<file path="config.mk">
export PLATFORM = sky130hd
export DESIGN_NAME = decode_stage
export DESIGN_NICKNAME = d
export VERILOG_FILES = /design/src/rtl/decode_pkg.sv /design/src/rtl/instr_decode.sv /design/src/rtl/decode_stage.sv
export SDC_FILE = /design/constraint.sdc
export NUM_CORES = 1
export LEC_CHECK = 0
export BUFFER_PORTS_ARGS = -buffer_cell sky130_fd_sc_hd__buf_2
export CAP_MARGIN = 40
export CORE_AREA = 2 2 105 107
export CTS_CLUSTER_SIZE = 8
export DETAILED_ROUTE_END_ITERATION = 8
export DIE_AREA = 0 0 107 109
export HOLD_SLACK_MARGIN = 0.05
export PLACE_DENSITY = 0.88
export SYNTH_ARGS = -nofsm -noshare
export SYNTH_HDL_FRONTEND = slang
export SYNTH_SLANG_ARGS = --single-unit
</file>
<file path="constraint.sdc">
create_clock -name clk_i -period 4.5 [get_ports clk_i]
set_clock_uncertainty 0.2 [all_clocks]
set_input_delay 0.225 -clock clk_i [delete_from_list [all_inputs] [get_ports clk_i]]
set_output_delay 0.225 -clock clk_i [all_outputs]
set_load 0.05 [all_outputs]
</file>
<file path="src/rtl/decode_pkg.sv">
// Shared encodings for the RV32I(+M) decode stage: opcodes, ALU ops, write-back/load-store
// selects, funct3 groups and the packed control bundle passed from decoder to pipeline register.
package decode_pkg;

    typedef enum logic [6:0] {
        OPC_LOAD   = 7'b0000011,
        OPC_OP_IMM = 7'b0010011,
        OPC_AUIPC  = 7'b0010111,
        OPC_STORE  = 7'b0100011,
        OPC_OP     = 7'b0110011,
        OPC_LUI    = 7'b0110111,
        OPC_BRANCH = 7'b1100011,
        OPC_JALR   = 7'b1100111,
        OPC_JAL    = 7'b1101111
    } opcode_e;

    typedef enum logic [4:0] {
        ALU_ADD    = 5'd0,
        ALU_SUB    = 5'd1,
        ALU_SLT    = 5'd2,
        ALU_SLTU   = 5'd3,
        ALU_AND    = 5'd4,
        ALU_OR     = 5'd5,
        ALU_XOR    = 5'd6,
        ALU_SLL    = 5'd7,
        ALU_SRL    = 5'd8,
        ALU_SRA    = 5'd9,
        ALU_MUL    = 5'd10,
        ALU_MULH   = 5'd11,
        ALU_MULHSU = 5'd12,
        ALU_MULHU  = 5'd13,
        ALU_DIV    = 5'd14,
        ALU_DIVU   = 5'd15,
        ALU_REM    = 5'd16,
        ALU_REMU   = 5'd17
    } alu_op_e;

    localparam logic [1:0] WB_MEM = 2'b00;
    localparam logic [1:0] WB_ALU = 2'b01;
    localparam logic [1:0] WB_PC4 = 2'b10;

    localparam logic [3:0] SL_BYTE = 4'b0001;
    localparam logic [3:0] SL_HALF = 4'b0011;
    localparam logic [3:0] SL_WORD = 4'b1111;

    localparam logic [6:0] F7_BASE   = 7'b0000000;
    localparam logic [6:0] F7_ALT    = 7'b0100000;
    localparam logic [6:0] F7_MULDIV = 7'b0000001;

    typedef enum logic [2:0] {
        F3_LB  = 3'b000,
        F3_LH  = 3'b001,
        F3_LW  = 3'b010,
        F3_LBU = 3'b100,
        F3_LHU = 3'b101
    } load_f3_e;

    typedef enum logic [2:0] {
        F3_SB = 3'b000,
        F3_SH = 3'b001,
        F3_SW = 3'b010
    } store_f3_e;

    typedef enum logic [2:0] {
        F3_BEQ  = 3'b000,
        F3_BNE  = 3'b001,
        F3_BLT  = 3'b100,
        F3_BGE  = 3'b101,
        F3_BLTU = 3'b110,
        F3_BGEU = 3'b111
    } branch_f3_e;

    typedef struct packed {
        logic       is_pc;
        logic       br_unsigned;
        logic       rd_wren;
        logic       op_a_sel;
        logic       op_b_sel;
        logic       mem_wren;
        logic       ls_unsign;
        logic [4:0] alu_op;
        logic [1:0] wb_sel;
        logic [3:0] sl_op;
        logic [4:0] rs1_addr;
        logic [4:0] rs2_addr;
        logic [4:0] rd_addr;
    } ctrl_t;

    // Base integer ALU op for OP / OP-IMM; alt selects SUB/SRA (funct7 = 0100000).
    function automatic logic [4:0] alu_from_f3(input logic [2:0] f3, input logic alt);
        case (f3)
            3'b000:  return alt ? ALU_SUB : ALU_ADD;
            3'b001:  return ALU_SLL;
            3'b010:  return ALU_SLT;
            3'b011:  return ALU_SLTU;
            3'b100:  return ALU_XOR;
            3'b101:  return alt ? ALU_SRA : ALU_SRL;
            3'b110:  return ALU_OR;
            default: return ALU_AND;
        endcase
    endfunction

endpackage

</file>
<file path="src/rtl/instr_decode.sv">
// Combinational RV32I decoder: instruction word to control bundle, immediate and operand-use flags.
// Define RV32M_EN to decode the M-extension (MUL..REMU); otherwise those encodings are illegal.
module instr_decode import decode_pkg::*; #(
    parameter int XLEN = 32
) (
    input  logic [31:0]     instr,
    output ctrl_t           ctrl,
    output logic [XLEN-1:0] imm,
    output logic            uses_rs1,
    output logic            uses_rs2,
    output logic            illegal
);

    logic [2:0]  f3;
    logic [6:0]  f7;
    logic [31:0] imm_i, imm_s, imm_b, imm_u, imm_j, imm_sh;

    assign f3     = instr[14:12];
    assign f7     = instr[31:25];
    assign imm_i  = {{20{instr[31]}}, instr[31:20]};
    assign imm_s  = {{20{instr[31]}}, instr[31:25], instr[11:7]};
    assign imm_b  = {{19{instr[31]}}, instr[31], instr[7], instr[30:25], instr[11:8], 1'b0};
    assign imm_u  = {instr[31:12], 12'b0};
    assign imm_j  = {{11{instr[31]}}, instr[31], instr[19:12], instr[20], instr[30:21], 1'b0};
    assign imm_sh = {27'b0, instr[24:20]};

    ctrl_t       c;
    logic [31:0] imm32;
    logic        u1, u2, bad;

    always_comb begin
        c             = '0;
        c.br_unsigned = 1'b1;
        c.ls_unsign   = 1'b1;
        c.rs1_addr    = instr[19:15];
        c.rs2_addr    = instr[24:20];
        c.rd_addr     = instr[11:7];
        imm32         = '0;
        u1            = 1'b1;
        u2            = 1'b0;
        bad           = 1'b0;

        case (instr[6:0])
            OPC_LUI: begin
                c.rd_wren  = 1'b1;
                c.op_b_sel = 1'b1;
                c.wb_sel   = WB_ALU;
                imm32      = imm_u;
                u1         = 1'b0;
            end
            OPC_AUIPC: begin
                c.rd_wren  = 1'b1;
                c.op_a_sel = 1'b1;
                c.op_b_sel = 1'b1;
                c.wb_sel   = WB_ALU;
                imm32      = imm_u;
                u1         = 1'b0;
            end
            OPC_JAL: begin
                c.is_pc    = 1'b1;
                c.rd_wren  = 1'b1;
                c.op_a_sel = 1'b1;
                c.op_b_sel = 1'b1;
                c.wb_sel   = WB_PC4;
                imm32      = imm_j;
                u1         = 1'b0;
            end
            OPC_JALR: begin
                c.is_pc    = 1'b1;
                c.rd_wren  = 1'b1;
                c.op_b_sel = 1'b1;
                c.wb_sel   = WB_PC4;
                imm32      = imm_i;
                bad        = (f3 != 3'b000);
            end
            OPC_BRANCH: begin
                c.is_pc    = 1'b1;
                c.op_a_sel = 1'b1;
                c.op_b_sel = 1'b1;
                imm32      = imm_b;
                u2         = 1'b1;
                case (f3)
                    F3_BEQ, F3_BNE, F3_BLT, F3_BGE: c.br_unsigned = 1'b0;
                    F3_BLTU, F3_BGEU:               c.br_unsigned = 1'b1;
                    default:                        bad = 1'b1;
                endcase
            end
            OPC_LOAD: begin
                c.rd_wren   = 1'b1;
                c.op_b_sel  = 1'b1;
                c.wb_sel    = WB_MEM;
                c.ls_unsign = 1'b0;
                imm32       = imm_i;
                case (f3)
                    F3_LB:   c.sl_op = SL_BYTE;
                    F3_LH:   c.sl_op = SL_HALF;
                    F3_LW:   c.sl_op = SL_WORD;
                    F3_LBU: begin
                        c.sl_op     = SL_BYTE;
                        c.ls_unsign = 1'b1;
                    end
                    F3_LHU: begin
                        c.sl_op     = SL_HALF;
                        c.ls_unsign = 1'b1;
                    end
                    default: bad = 1'b1;
                endcase
            end
            OPC_STORE: begin
                c.mem_wren  = 1'b1;
                c.op_b_sel  = 1'b1;
                c.ls_unsign = 1'b0;
                imm32       = imm_s;
                u2          = 1'b1;
                case (f3)
                    F3_SB:   c.sl_op = SL_BYTE;
                    F3_SH:   c.sl_op = SL_HALF;
                    F3_SW:   c.sl_op = SL_WORD;
                    default: bad = 1'b1;
                endcase
            end
            OPC_OP_IMM: begin
                c.rd_wren  = 1'b1;
                c.op_b_sel = 1'b1;
                c.wb_sel   = WB_ALU;
                c.alu_op   = alu_from_f3(f3, f7 == F7_ALT);
                imm32      = imm_i;
                // Shift amounts are unsigned; funct7 lives in the upper immediate bits.
                if (f3 == 3'b001) begin
                    imm32 = imm_sh;
                    bad   = (f7 != F7_BASE);
                end else if (f3 == 3'b101) begin
                    imm32 = imm_sh;
                    bad   = (f7 != F7_BASE) && (f7 != F7_ALT);
                end
            end
            OPC_OP: begin
                c.rd_wren = 1'b1;
                c.wb_sel  = WB_ALU;
                u2        = 1'b1;
                if (f7 == F7_BASE) begin
                    c.alu_op = alu_from_f3(f3, 1'b0);
                end else if ((f7 == F7_ALT) && ((f3 == 3'b000) || (f3 == 3'b101))) begin
                    c.alu_op = alu_from_f3(f3, 1'b1);
`ifdef RV32M_EN
                end else if (f7 == F7_MULDIV) begin
                    c.alu_op = 5'(ALU_MUL) + 5'(f3);
`endif
                end else begin
                    bad = 1'b1;
                end
            end
            default: bad = 1'b1;
        endcase

        // Illegal words travel downstream as a harmless NOP carrying only the flag.
        if (bad) begin
            c     = '0;
            imm32 = '0;
            u1    = 1'b0;
            u2    = 1'b0;
        end
    end

    assign ctrl     = c;
    assign imm      = XLEN'($signed(imm32));
    assign uses_rs1 = u1;
    assign uses_rs2 = u2;
    assign illegal  = bad;

endmodule

</file>
<file path="src/rtl/decode_stage.sv">
// Registered RV32I decode stage: decoder, ID/EX register, load-use interlock, flush, stall counter.
// RV32M_EN (see instr_decode) enables M-extension decode.
module decode_stage import decode_pkg::*; #(
    parameter int XLEN  = 32,
    parameter int CNT_W = 16
) (
    input  logic             clk_i,
    input  logic             rst_i,
    input  logic             valid_i,
    output logic             ready_o,
    input  logic [31:0]      instr_i,
    input  logic [XLEN-1:0]  pc_i,
    input  logic             flush_i,
    output logic             valid_o,
    input  logic             ready_i,
    output logic [XLEN-1:0]  pc_o,
    output logic             is_pc_o,
    output logic             br_unsigned_o,
    output logic             rd_wren_o,
    output logic             op_a_sel_o,
    output logic             op_b_sel_o,
    output logic             mem_wren_o,
    output logic             ls_unsign_o,
    output logic [4:0]       alu_op_o,
    output logic [1:0]       wb_sel_o,
    output logic [3:0]       sl_op_o,
    output logic [XLEN-1:0]  imm_o,
    output logic [4:0]       rs1_addr_o,
    output logic [4:0]       rs2_addr_o,
    output logic [4:0]       rd_addr_o,
    output logic             illegal_o,
    output logic             hazard_o,
    output logic [CNT_W-1:0] stall_cnt_o
);

    ctrl_t           dec_ctrl;
    logic [XLEN-1:0] dec_imm;
    logic            dec_uses_rs1, dec_uses_rs2, dec_illegal;

    instr_decode #(.XLEN(XLEN)) u_instr_decode (
        .instr    (instr_i),
        .ctrl     (dec_ctrl),
        .imm      (dec_imm),
        .uses_rs1 (dec_uses_rs1),
        .uses_rs2 (dec_uses_rs2),
        .illegal  (dec_illegal)
    );

    ctrl_t            ctrl_q;
    logic [XLEN-1:0]  imm_q, pc_q;
    logic             valid_q, illegal_q;
    logic [CNT_W-1:0] cnt_q;

    logic held_load, rs1_hit, rs2_hit, hazard, ready, xfer_in, xfer_out;

    // A held load's result is not ready for the next instruction: hold it back one cycle.
    assign held_load = valid_q && ctrl_q.rd_wren && (ctrl_q.wb_sel == WB_MEM)
                    && (ctrl_q.rd_addr != 5'd0);
    assign rs1_hit   = dec_uses_rs1 && (dec_ctrl.rs1_addr == ctrl_q.rd_addr);
    assign rs2_hit   = dec_uses_rs2 && (dec_ctrl.rs2_addr == ctrl_q.rd_addr);
    assign hazard    = valid_i && held_load && (rs1_hit || rs2_hit);

    // Handshake: a word moves on a side only in a cycle where both valid and ready are high;
    // valid_o never drops and outputs never change while valid_o && !ready_i (except flush).
    assign ready    = (!valid_q || ready_i) && !hazard;
    assign xfer_in  = valid_i && ready;
    assign xfer_out = valid_q && ready_i;

    always_ff @(posedge clk_i or posedge rst_i) begin
        if (rst_i) begin
            valid_q   <= 1'b0;
            ctrl_q    <= '0;
            imm_q     <= '0;
            pc_q      <= '0;
            illegal_q <= 1'b0;
        end else if (flush_i) begin
            valid_q <= 1'b0;
        end else if (xfer_in) begin
            valid_q   <= 1'b1;
            ctrl_q    <= dec_ctrl;
            imm_q     <= dec_imm;
            pc_q      <= pc_i;
            illegal_q <= dec_illegal;
        end else if (xfer_out) begin
            valid_q <= 1'b0;
        end
    end

    always_ff @(posedge clk_i or posedge rst_i) begin
        if (rst_i) begin
            cnt_q <= '0;
        end else if (hazard && !flush_i && (cnt_q != {CNT_W{1'b1}})) begin
            cnt_q <= cnt_q + 1'b1;
        end
    end

    assign ready_o       = ready;
    assign hazard_o      = hazard;
    assign valid_o       = valid_q;
    assign pc_o          = pc_q;
    assign is_pc_o       = ctrl_q.is_pc;
    assign br_unsigned_o = ctrl_q.br_unsigned;
    assign rd_wren_o     = ctrl_q.rd_wren;
    assign op_a_sel_o    = ctrl_q.op_a_sel;
    assign op_b_sel_o    = ctrl_q.op_b_sel;
    assign mem_wren_o    = ctrl_q.mem_wren;
    assign ls_unsign_o   = ctrl_q.ls_unsign;
    assign alu_op_o      = ctrl_q.alu_op;
    assign wb_sel_o      = ctrl_q.wb_sel;
    assign sl_op_o       = ctrl_q.sl_op;
    assign imm_o         = imm_q;
    assign rs1_addr_o    = ctrl_q.rs1_addr;
    assign rs2_addr_o    = ctrl_q.rs2_addr;
    assign rd_addr_o     = ctrl_q.rd_addr;
    assign illegal_o     = illegal_q;
    assign stall_cnt_o   = cnt_q;

endmodule

</file>
==> results.json <==
{
  "power.leakage_nw": 3.72,
  "tritoncts": "built",
  "cp-startpoint": "instr_i[6]",
  "ys_ff_latch": 113,
  "clk_pin_slew_ns": 0.05,
  "worstSetupEndpointType": "output pin",
  "yosysWarnings": 0,
  "drt_iter0_drc": 248,
  "die-area_um2": 11700,
  "slowest_stage": "dlygate4sd3_1",
  "cts_root_buf": "clkbuf_8",
  "cts_resized": 0,
  "numCtsBuffers": 17,
  "r2r-end": "imm_o[15]",
  "synthCells": 472,
  "wirelength_mm": 15.7,
  "synth_edf_count": 0,
  "grt_pass1_vias": 4806,
  "ys_top_cells_by_count": "dfrtp_1, nand2_1, o21ai_0, mux2_2, a21oi_1",
  "power.density_nw_per_um2": 420,
  "num_antenna_cells": 0,
  "async_reset_ff_share_pct": 100,
  "path_buf_inv": 3,
  "rrSetupSlack_ns": 1.47,
  "tns_ns": 0,
  "globalplace.congestion": 0.851,
  "grt.overflow.total": 0,
  "grt_pass1_wl_mm": 24.6,
  "synth_most_common_cell": "dfrtp_1",
  "postRouteAntennaNets": 0,
  "synth_nets": 542,
  "h-tree-depth": 4,
  "avgSynthCellArea_um2": 10.9,
  "crit_path_end": "ready_o",
  "crit_fanout": 17,
  "worst_pin_slew_ns": 0.875,
  "rsz0062_at_grt": "false",
  "syn_area_um2": 5140,
  "run_status": "finished, final reports clean",
  "clk_latency_ns": 0.51,
  "grt_max_degree": 68,
  "clock.fmax_mhz": 305,
  "crit_type": "in -> out",
  "hold_path.class": "in -> reg",
  "chipHeight_um": 109,
  "min_from": "instr_i[1]",
  "crit_family": "simple AND/OR/NAND/NOR gates",
  "reg2reg_from": "rd_addr_o[0]",
  "hold_violations": 0,
  "fin_crit_sh_pct": 72.7,
  "routed_via_density": 5.55,
  "yosys_most_used_dff": "dfrtp_1",
  "maxCapViolCount": 0,
  "yosys.area.top_type": "dfrtp_1",
  "crit_chain": "dlygate4sd3_1 -> buf_2 -> nor2b_1 -> nand4_1 -> a211oi_1 -> or2_1 -> nor2_1 -> nor2_1 -> buf_2",
  "slew_headroom_pct": 41.2,
  "coreArea_um2": 10600,
  "cts_sinks": 113,
  "yosysTopAreaCellShare_pct": 55.0,
  "yosysSeqAreaShare_pct": 55.0,
  "cts_setup_buffers": 0,
  "track_usage_pct": 27.5,
  "synthTopCellsByArea": "dfrtp_1, mux2_2, nand2_1",
  "cpPeakStageDelay_ns": 0.54,
  "start_util_pct": 48.5,
  "io_buffer_count": 184,
  "die_w_um": 107,
  "layout-drive-gt1-share_pct": 35.6,
  "hpwl_mm": 10.2,
  "start_kind": "primary input",
  "fin_util_pct": 70.8,
  "path_depth": 9,
  "setup_viol": 0,
  "required_ns": 4.07,
  "cts_buffer_depth": 2,
  "drc": 0,
  "period_needed_ns": 3.27,
  "peakVddDrop_mv": 0.249,
  "syn2layout_area_growth_pct": 45.9,
  "worstPathArrival_ns": 2.85,
  "firstDrtPassIters": 4,
  "antenna_found_initial": 0,
  "std_cell_rows": 38,
  "wl_per_cell_um": 18.1,
  "slew_violations": 0,
  "ys_types": 52,
  "r2r_cells": 7,
  "via_count": 4827,
  "ioPinCount": 186,
  "nets": 787
}
how the worst min path moves through the flow:
stage | end | cells past startpoint
2_1_floorplan | valid_o | 1
3_3_place_gp | pc_o[29] | 2
3_5_place_dp | pc_o[10] | 2
4_1_cts | alu_op_o[1] | 5
5_1_grt | alu_op_o[1] | 5
6_report | alu_op_o[1] | 5
flip-flops by register name, indices dropped and copies added (netlist names), 2 cells and up:
| register | count |
|---|---|
| alu_op_o | 4 |
| rs1_addr_o | 5 |
| rd_addr_o | 5 |
| stall_cnt_o | 16 |
| rs2_addr_o | 5 |
| pc_o | 32 |
| sl_op_o | 3 |
| imm_o | 32 |
| wb_sel_o | 2 |
per-layer routing:
| layer | vias to the layer above | track usage (%) | wire [µm] |
|---|---|---|---|
| met5 | - | 0 | 0 |
| met4 | 0 | 10.9 | 270 |
| met3 | 24 | 7.35 | 1120 |
| met2 | 231 | 47.1 | 8090 |
| met1 | 2406 | 33.2 | 6230 |
| li1 | 2166 | - | - |
kinds of logic (layout without fill, tap and decap cells):
family	count (synthesis)	in the layout	share of synthesized area (%)
AO/OA/AOI/OAI	120	120	15.1
flip-flops	113	113	55.0
buffers and inverters	38	296	3.60
XOR/XNOR	28	28	4.77
AND/OR/NAND/NOR	137	137	13.7
other	1	1	0.0729
multiplexers	34	34	7.45
adder cells (fa/ha/maj)	1	1	0.243
worst register-to-register path, cell delays in order, from the launching register on:
cell,delay (ns)
dfrtp_1,0.44
or4_1,0.55
o211ai_1,0.17
a21o_1,0.31
and3_1,0.20
buf_4,0.27
nand2_1,0.45
o21ai_0,0.33
power by group:
part / switching, W / internal, W / leakage [nW]
registers: 0.0000321 / 0.00107 / 1.50
clock network: 0.000460 / 0.00107 / 0.331
logic: 0.000354 / 0.000165 / 1.89
total: 0.000847 / 0.00231 / 3.72
per-stage QoR:
stage / hold slack (ns) / worst slack [ns] / area [µm²] / instances / total power [W]
after global routing: 0.0931 / 1.08 / 7500 / 870 / 0.00325
after CTS: 0.0536 / 1.26 / 7500 / 870 / 0.00316
after detailed placement: -0.00169 / 1.37 / 6150 / 770 / 0.00159
final: 0.0886 / 1.23 / 7500 / 870 / 0.00315
after floorplan: 0.0881 / 1.09 / 5140 / 472 / 0.00145
after global placement: 0.237 / 1.57 / 6120 / 769 / 0.00157
repair_timing:
item                                   CTS  global route
setup endpoints to repair                0             0
endpoints found under the hold margin  185             0
hold buffers                            68             0
final cells by class:
| type | count | area, µm² |
|---|---|---|
| Tap cell | 140 | 175 |
| Sequential cell | 113 | 2830 |
| Clock inverter | 10 | 203 |
| Multi-Input combinational cell | 321 | 2140 |
| Inverter | 7 | 28.8 |
| Timing Repair Buffer | 257 | 1660 |
| Fill cell | 744 | 3100 |
| Clock buffer | 22 | 473 |
cells in the final DEF, fill, tap and decap left out, drive strengths merged, types with 4 or more instances in the layout:
cell type    instances
clkbuf              22
xnor2               15
nand4                7
a21oi               28
and3                 5
dfrtp              113
dlygate4sd3         68
o21ai               44
buf                189
mux2                34
bufinv               6
inv                  7
nand3               13
a22o                24
nand2               58
nand4b               4
xor2                13
a22oi                5
nor2                24
a32o                 4
nor2b                7
No activity file was read; power rests on OpenSTA's default activity.
